**src/rtl/if_id_skid_register_if.sv**
```systemverilog
// Fetch/decode handshake bundle for the two-entry IF/ID skid register.
// The slave modport is the register; the master modport is its environment.
interface if_id_skid_register_if #(
  parameter int unsigned ADDR_W  = 8,
  parameter int unsigned INSTR_W = 32
);
  logic               if_valid;
  logic               if_ready;
  logic [ADDR_W-1:0]  if_pc;
  logic [INSTR_W-1:0] if_instr;
  logic               flush;
  logic               id_valid;
  logic               id_ready;
  logic [ADDR_W-1:0]  id_pc;
  logic [INSTR_W-1:0] id_instr;
  logic [ADDR_W-1:0]  id_pc_plus4;

  modport master (
    output if_valid, if_pc, if_instr, flush, id_ready,
    input  if_ready, id_valid, id_pc, id_instr, id_pc_plus4
  );

  modport slave (
    input  if_valid, if_pc, if_instr, flush, id_ready,
    output if_ready, id_valid, id_pc, id_instr, id_pc_plus4
  );
endinterface

```
**src/rtl/if_id_skid_register.sv**
```systemverilog
// Two-entry IF/ID pipeline register (main + skid) with valid/ready handshake and flush.
// Optional macro IFID_NOP_INJECT_EN: a flush loads an explicit NOP instead of a bubble.
module if_id_skid_register #(
  parameter int unsigned ADDR_W  = 8,
  parameter int unsigned INSTR_W = 32
`ifdef IFID_NOP_INJECT_EN
  ,
  parameter logic [INSTR_W-1:0] NOP_INSTR = INSTR_W'(32'h00000013)
`endif
) (
  input  logic                  clk,
  input  logic                  rst,
  if_id_skid_register_if.slave  bus
);

  logic               main_v_q, main_v_d;
  logic [ADDR_W-1:0]  main_pc_q, main_pc_d;
  logic [INSTR_W-1:0] main_instr_q, main_instr_d;
  logic               skid_v_q, skid_v_d;
  logic [ADDR_W-1:0]  skid_pc_q, skid_pc_d;
  logic [INSTR_W-1:0] skid_instr_q, skid_instr_d;

  logic if_ready;
  logic accept;
  logic main_free;

  // if_ready depends only on state (and reset), never on id_ready
  assign if_ready  = ~skid_v_q & ~rst;
  assign accept    = bus.if_valid & if_ready;
  assign main_free = ~main_v_q | bus.id_ready;

  always_comb begin
    main_v_d     = main_v_q;
    main_pc_d    = main_pc_q;
    main_instr_d = main_instr_q;
    skid_v_d     = skid_v_q;
    skid_pc_d    = skid_pc_q;
    skid_instr_d = skid_instr_q;

    if (bus.flush) begin
`ifdef IFID_NOP_INJECT_EN
      main_v_d     = 1'b1;
      main_instr_d = NOP_INSTR;
      main_pc_d    = main_v_q ? main_pc_q : '0;
`else
      main_v_d     = 1'b0;
`endif
    end else if (main_free) begin
      if (skid_v_q) begin
        main_v_d     = 1'b1;
        main_pc_d    = skid_pc_q;
        main_instr_d = skid_instr_q;
      end else if (accept) begin
        main_v_d     = 1'b1;
        main_pc_d    = bus.if_pc;
        main_instr_d = bus.if_instr;
      end else begin
        main_v_d     = 1'b0;
      end
    end

    // accept implies skid is empty, so loading the skid never overwrites a live pair
    if (bus.flush) begin
      skid_v_d = 1'b0;
    end else if (!main_free && accept) begin
      skid_v_d     = 1'b1;
      skid_pc_d    = bus.if_pc;
      skid_instr_d = bus.if_instr;
    end else if (main_free && skid_v_q) begin
      skid_v_d = 1'b0;
    end
  end

  always_ff @(posedge clk or posedge rst) begin
    if (rst) begin
      main_v_q     <= 1'b0;
      main_pc_q    <= '0;
      main_instr_q <= '0;
      skid_v_q     <= 1'b0;
      skid_pc_q    <= '0;
      skid_instr_q <= '0;
    end else begin
      main_v_q     <= main_v_d;
      main_pc_q    <= main_pc_d;
      main_instr_q <= main_instr_d;
      skid_v_q     <= skid_v_d;
      skid_pc_q    <= skid_pc_d;
      skid_instr_q <= skid_instr_d;
    end
  end

  assign bus.if_ready    = if_ready;
  assign bus.id_valid    = main_v_q;
  assign bus.id_pc       = main_pc_q;
  assign bus.id_instr    = main_instr_q;
  assign bus.id_pc_plus4 = main_pc_q + ADDR_W'(4);

endmodule

```
**src/flat_wrapper.sv**
```systemverilog
// flat-port wrapper written by rule: the top's interface ports become plain ports
module if_id_skid_register_flat 
#(
  parameter int unsigned ADDR_W  = 8,
  parameter int unsigned INSTR_W = 32

)
  (clk, rst, bus_if_valid, bus_if_pc, bus_if_instr, bus_flush, bus_id_ready, bus_if_ready, bus_id_valid, bus_id_pc, bus_id_instr, bus_id_pc_plus4);
  if_id_skid_register_if #(.ADDR_W(ADDR_W), .INSTR_W(INSTR_W)) bus_i ();
  input  logic clk;
  input  logic rst;
  input wire logic [$bits(bus_i.if_valid)-1:0] bus_if_valid;
  input wire logic [$bits(bus_i.if_pc)-1:0] bus_if_pc;
  input wire logic [$bits(bus_i.if_instr)-1:0] bus_if_instr;
  input wire logic [$bits(bus_i.flush)-1:0] bus_flush;
  input wire logic [$bits(bus_i.id_ready)-1:0] bus_id_ready;
  output wire logic [$bits(bus_i.if_ready)-1:0] bus_if_ready;
  output wire logic [$bits(bus_i.id_valid)-1:0] bus_id_valid;
  output wire logic [$bits(bus_i.id_pc)-1:0] bus_id_pc;
  output wire logic [$bits(bus_i.id_instr)-1:0] bus_id_instr;
  output wire logic [$bits(bus_i.id_pc_plus4)-1:0] bus_id_pc_plus4;
  assign bus_i.if_valid = bus_if_valid;
  assign bus_i.if_pc = bus_if_pc;
  assign bus_i.if_instr = bus_if_instr;
  assign bus_i.flush = bus_flush;
  assign bus_i.id_ready = bus_id_ready;
  assign bus_if_ready = bus_i.if_ready;
  assign bus_id_valid = bus_i.id_valid;
  assign bus_id_pc = bus_i.id_pc;
  assign bus_id_instr = bus_i.id_instr;
  assign bus_id_pc_plus4 = bus_i.id_pc_plus4;
  if_id_skid_register #(.ADDR_W(ADDR_W), .INSTR_W(INSTR_W)) u_core (.clk(clk), .rst(rst), .bus(bus_i));
endmodule
```
**config.mk**
```make
export PLATFORM = sky130hd
export DESIGN_NAME = if_id_skid_register_flat
export DESIGN_NICKNAME = d
export VERILOG_FILES = /design/src/rtl/if_id_skid_register_if.sv /design/src/rtl/if_id_skid_register.sv /design/src/flat_wrapper.sv
export SDC_FILE = /design/constraint.sdc
export NUM_CORES = 1
export LEC_CHECK = 0
export CELL_PAD_IN_SITES_DETAIL_PLACEMENT = 0
export CELL_PAD_IN_SITES_GLOBAL_PLACEMENT = 1
export CORE_ASPECT_RATIO = 0.75
export CORE_MARGIN = 1.5
export CORE_UTILIZATION = 44
export DETAILED_ROUTE_END_ITERATION = 12
export PLACE_DENSITY_LB_ADDON = 0.15
export SYNTH_ARGS = -nofsm -noshare
export SYNTH_HDL_FRONTEND = slang
export SYNTH_SLANG_ARGS = --single-unit
```
**constraint.sdc**
```tcl
create_clock -name clk -period 8.4 [get_ports clk]
set_input_delay 1.68 -clock clk [delete_from_list [all_inputs] [get_ports clk]]
set_output_delay 1.68 -clock clk [all_outputs]
set_load 0.02 [all_outputs]
```
Word level (Yosys, flattened, before mapping)
Index checks and enable logic that the tools add are counted.
{"block": "totals", "register_bits": 82, "wordCells": 33, "out_inout_bits": 50}
{"block": "op_classes", "bitwise_logic": 7, "add_sub_neg": 1, "reduce_logical": 8, "n_mux": 11}
{"op": "$mux W32", "count": 2}
{"op": "$mux W8", "count": 2}
{"op": "$add A8 B3 Y8 const B", "count": 1}
{"op": "$mux W1", "count": 7}
{"op": "$not A1 Y1", "count": 4}
{"op": "$reduce_bool A2 Y1", "count": 2}
{"op": "$reduce_and A3 Y1", "count": 1}
{"op": "$reduce_bool A3 Y1", "count": 1}
{"op": "$and A1 B1 Y1", "count": 2}
{"op": "$logic_and A1 B1 Y1", "count": 2}
{"op": "$reduce_and A2 Y1", "count": 1}
{"op": "$logic_not A1 Y1", "count": 1}
{"op": "$or A1 B1 Y1", "count": 1}

Logic depth before layout (Yosys ltp)
{"block": "depth", "depth_word": 7, "mapped_depth": 5, "ltp_nobuf": 3}

Worst setup path after synthesis
No wires, ideal clock.
{"block": "synth_timing", "path_kind": "input-to-output", "startpoint": "input port rst", "endpoint": "output port bus_if_ready", "path_stages": 1, "arrival_time_ns": 1.960, "setup_slack_ns": 4.760, "t_required_ns": 6.720, "path_cell_list": "nor2_1"}
{"block": "synth_via", "elab_chain_cells": 2}
{"item": "start, declared", "line_no": "flat_wrapper.sv:11", "source": "input logic rst;"}
{"item": "$not A1 Y1", "line_no": "if_id_skid_register.sv:28", "source": "assign if_ready = ~skid_v_q & ~rst;"}
{"item": "$and A1 B1 Y1", "line_no": "if_id_skid_register.sv:28"}
{"item": "end, declared", "line_no": "flat_wrapper.sv:17", "source": "output wire logic [$bits(bus_i.if_ready)-1:0] bus_if_ready;"}
No other way between the ends.

Final worst setup path
Ends and elaborated chain as after synthesis.

==> impl_metrics.ini <==
[die]
core_um2 = 8450
start_util_pct = 45.3
die_w_um = 111
io_pins = 95
die_y_um = 83.8
die_area_um2 = 9280
num_rows = 29

[critical_path]
rr_worst_depth = 4
timing.critical_path.mode_cell = clkdlybuf4s50_1
path_class = primary input to output pin
endpoint_kind = output pin
r2r_slack_ns = 5.97
startpoint_type = primary input
cp.arrival_ns = 2.84
slowest_stage = clkdlybuf4s50_1
slowest_delay_ns = 0.61
crit_fanout = 3
cp.required_ns = 6.72
cp_cell_sequence = clkdlybuf4s50_1 -> nor2_1 -> clkdlybuf4s50_1

[sta]
final_max_slew_viol_count = 0
clock-skew-final_ns = 0.0109
hold-worst-slack_ns = 0.483
post-route-period-util_pct = 53.8
hold_violations = 0
max_clock_freq_mhz = 221
slew_headroom_pct = 31.1
tns_ns = 0
setup_viol = 0
tightest_slew_ns = 1.03
layout_min_cycle_time_ns = 4.52
rsz0062_at_grt = false

[clock_network]
cts_buffers = 9
cts_buffer_depth = 2
root_buffer = clkbuf_16
ctsHoldBuffers = 0
h-tree-depth = 3
clk_pin_slew_ns = 0.06
cts.sinks = 82
post_cts_buffers = 0
clock_latency_ns = 0.33
cts.repair.resized = 0
cts_tree = done

[synth]
synth_adder_area_share_pct = 0.327
syn_inst = 239
synth.avg_cell_area_um2 = 16.0
synth_top_family_by_area = multiplexers
synthesis.area_um2 = 3830
yosys.area_share.simple_pct = 1.63
synth_nets = 285
synth-seq-area-share_pct = 53.6
synthXorXnorAreaFrac_pct = 0.914
yosys_warnings = 0
synth.area.top_cells = dfrtp_1 54%, mux2_4 16%, mux2_2 13%
synth.distinct_cells = 21
synth.largest_area_cell = dfrtp_1
synth-compound-area-share_pct = 0.392
synth_top_area_share_pct = 53.6
yosys-mux-area-fraction_pct = 39.1
synth-seq-cells = 82

[cells_and_area]
drive_gt1_share_pct = 31.3
multi_input_area_um2 = 1630
syn2layout_area_growth_pct = 33.4
nFillCells = 683
final_core_util_pct = 60.4
final_cell_mix = 94 x clkdlybuf4s50_1, 81 x dfrtp_1, 44 x mux2_2, 40 x mux2_4, 34 x mux2_1
diodes = 0
final_common_cell = clkdlybuf4s50_1
fin_nets = 377
area.sequential_um2 = 2050

[placed_design]
place_congestion = 0.659
port_buffers = 94
dp_hpwl_um = 4320

[global_route]
grt.overflow.total = 0
antenna_found_initial = 0
grt_max_degree = 83
track_usage_pct = 16.3
grt_pass1_vias = 2369
grt_pass1_wl_um = 11900

[detailed_routing]
post_drt_via_cell_ratio = 5.00
drt-total-wl_um = 7080
drtAntennaViolNets = 0
drt-pass1-iter-count = 4
first_iter_violations = 65
vias = 2217
drc = 0
avgRoutedWirePerCell_um = 16.0

[job]
drv_cap = 0

[pwr]
p_per_area_nw_per_um2 = 244
p_total_uw = 1250
peakVddDrop_v = 0.000183
leakage_uw = 0.00231

[outcome]
outcome = finished, final reports clean

[worst_hold_path]
hold_depth = 1
hp-class = flop to flop
-- logic make-up after synthesis --
family,Yosys count
fa+ha+maj,1
xor+xnor,4
compound gates,2
flops,82
buf+inv,19
simple gates,11
mux,120
-- through the flow --
| stage | std cells | cell area (µm²) | setup slack (ns) |
|---|---|---|---|
| after global placement | 428 | 4790 | 3.87 |
| after floorplan | 239 | 3830 | 4.61 |
| after CTS | 443 | 5110 | 3.87 |
| after detailed placement | 428 | 4790 | 3.88 |
| after global routing | 443 | 5110 | 3.80 |
| final | 443 | 5110 | 3.88 |
-- worst paths after layout --
check / startpoint / end
max in group asynchronous: rst / u_core.skid_v_q$_DFFE_PP0P_
min in group asynchronous: rst / u_core.bus.id_instr[5]$_DFFE_PP0P_
worst max-delay path: rst / bus_if_ready
worst min-delay path: u_core.bus.id_instr[30]$_DFFE_PP0P_ / u_core.bus.id_instr[30]$_DFFE_PP0P_
worst max register to register: u_core.skid_v_q$_DFFE_PP0P_ / u_core.bus.id_pc[5]$_DFFE_PP0P_
worst min register to register: u_core.bus.id_instr[30]$_DFFE_PP0P_ / u_core.bus.id_instr[30]$_DFFE_PP0P_
-- report_power, final --
group	internal [µW]	switching, µW
registers	468	42.5
logic	186	133
clock network	267	149
total	922	325
-- critical path, delay by kind of cell --
family                 cells  cell delay (ns)
buffers and inverters      2             1.06
AND/OR/NAND/NOR            1             0.10
-- registers in the layout, indices dropped and copies added, names as in the netlist --
register             cells
u_core.bus.id_instr     32
u_core.bus.id_pc         8
u_core.bus.id_valid      1
u_core.skid_v_q          1
u_core.skid_instr_q     32
u_core.skid_pc_q         8
-- layer usage --
metal	track usage, %	vias up	wire (µm)
li1	-	1031	-
met4	3.15	0	57
met1	23.6	1112	3600
met3	7.48	5	542
met2	22.6	69	2880
met5	0	-	0
-- synthesized netlist by cell type (all sizes together) --
master	count
xor2	1
or3b	2
nor2b	1
dfrtp	82
nand2b	1
nor2	3
nand3	3
clkbuf	8
ha	1
and3	1
buf	8
mux2i	2
a21oi	1
o211a	1
inv	3
xnor2	3
mux2	118
-- cell type report --
cell class / count / area share, %
Multi-Input combinational cell: 138 / 31.8
Clock buffer: 11 / 4.75
Tap cell: 108 / 2.64
Sequential cell: 82 / 40.2
Timing Repair Buffer: 97 / 18.9
Clock inverter: 4 / 1.49
Inverter: 3 / 0.245
No activity file was read; power rests on OpenSTA's default activity.
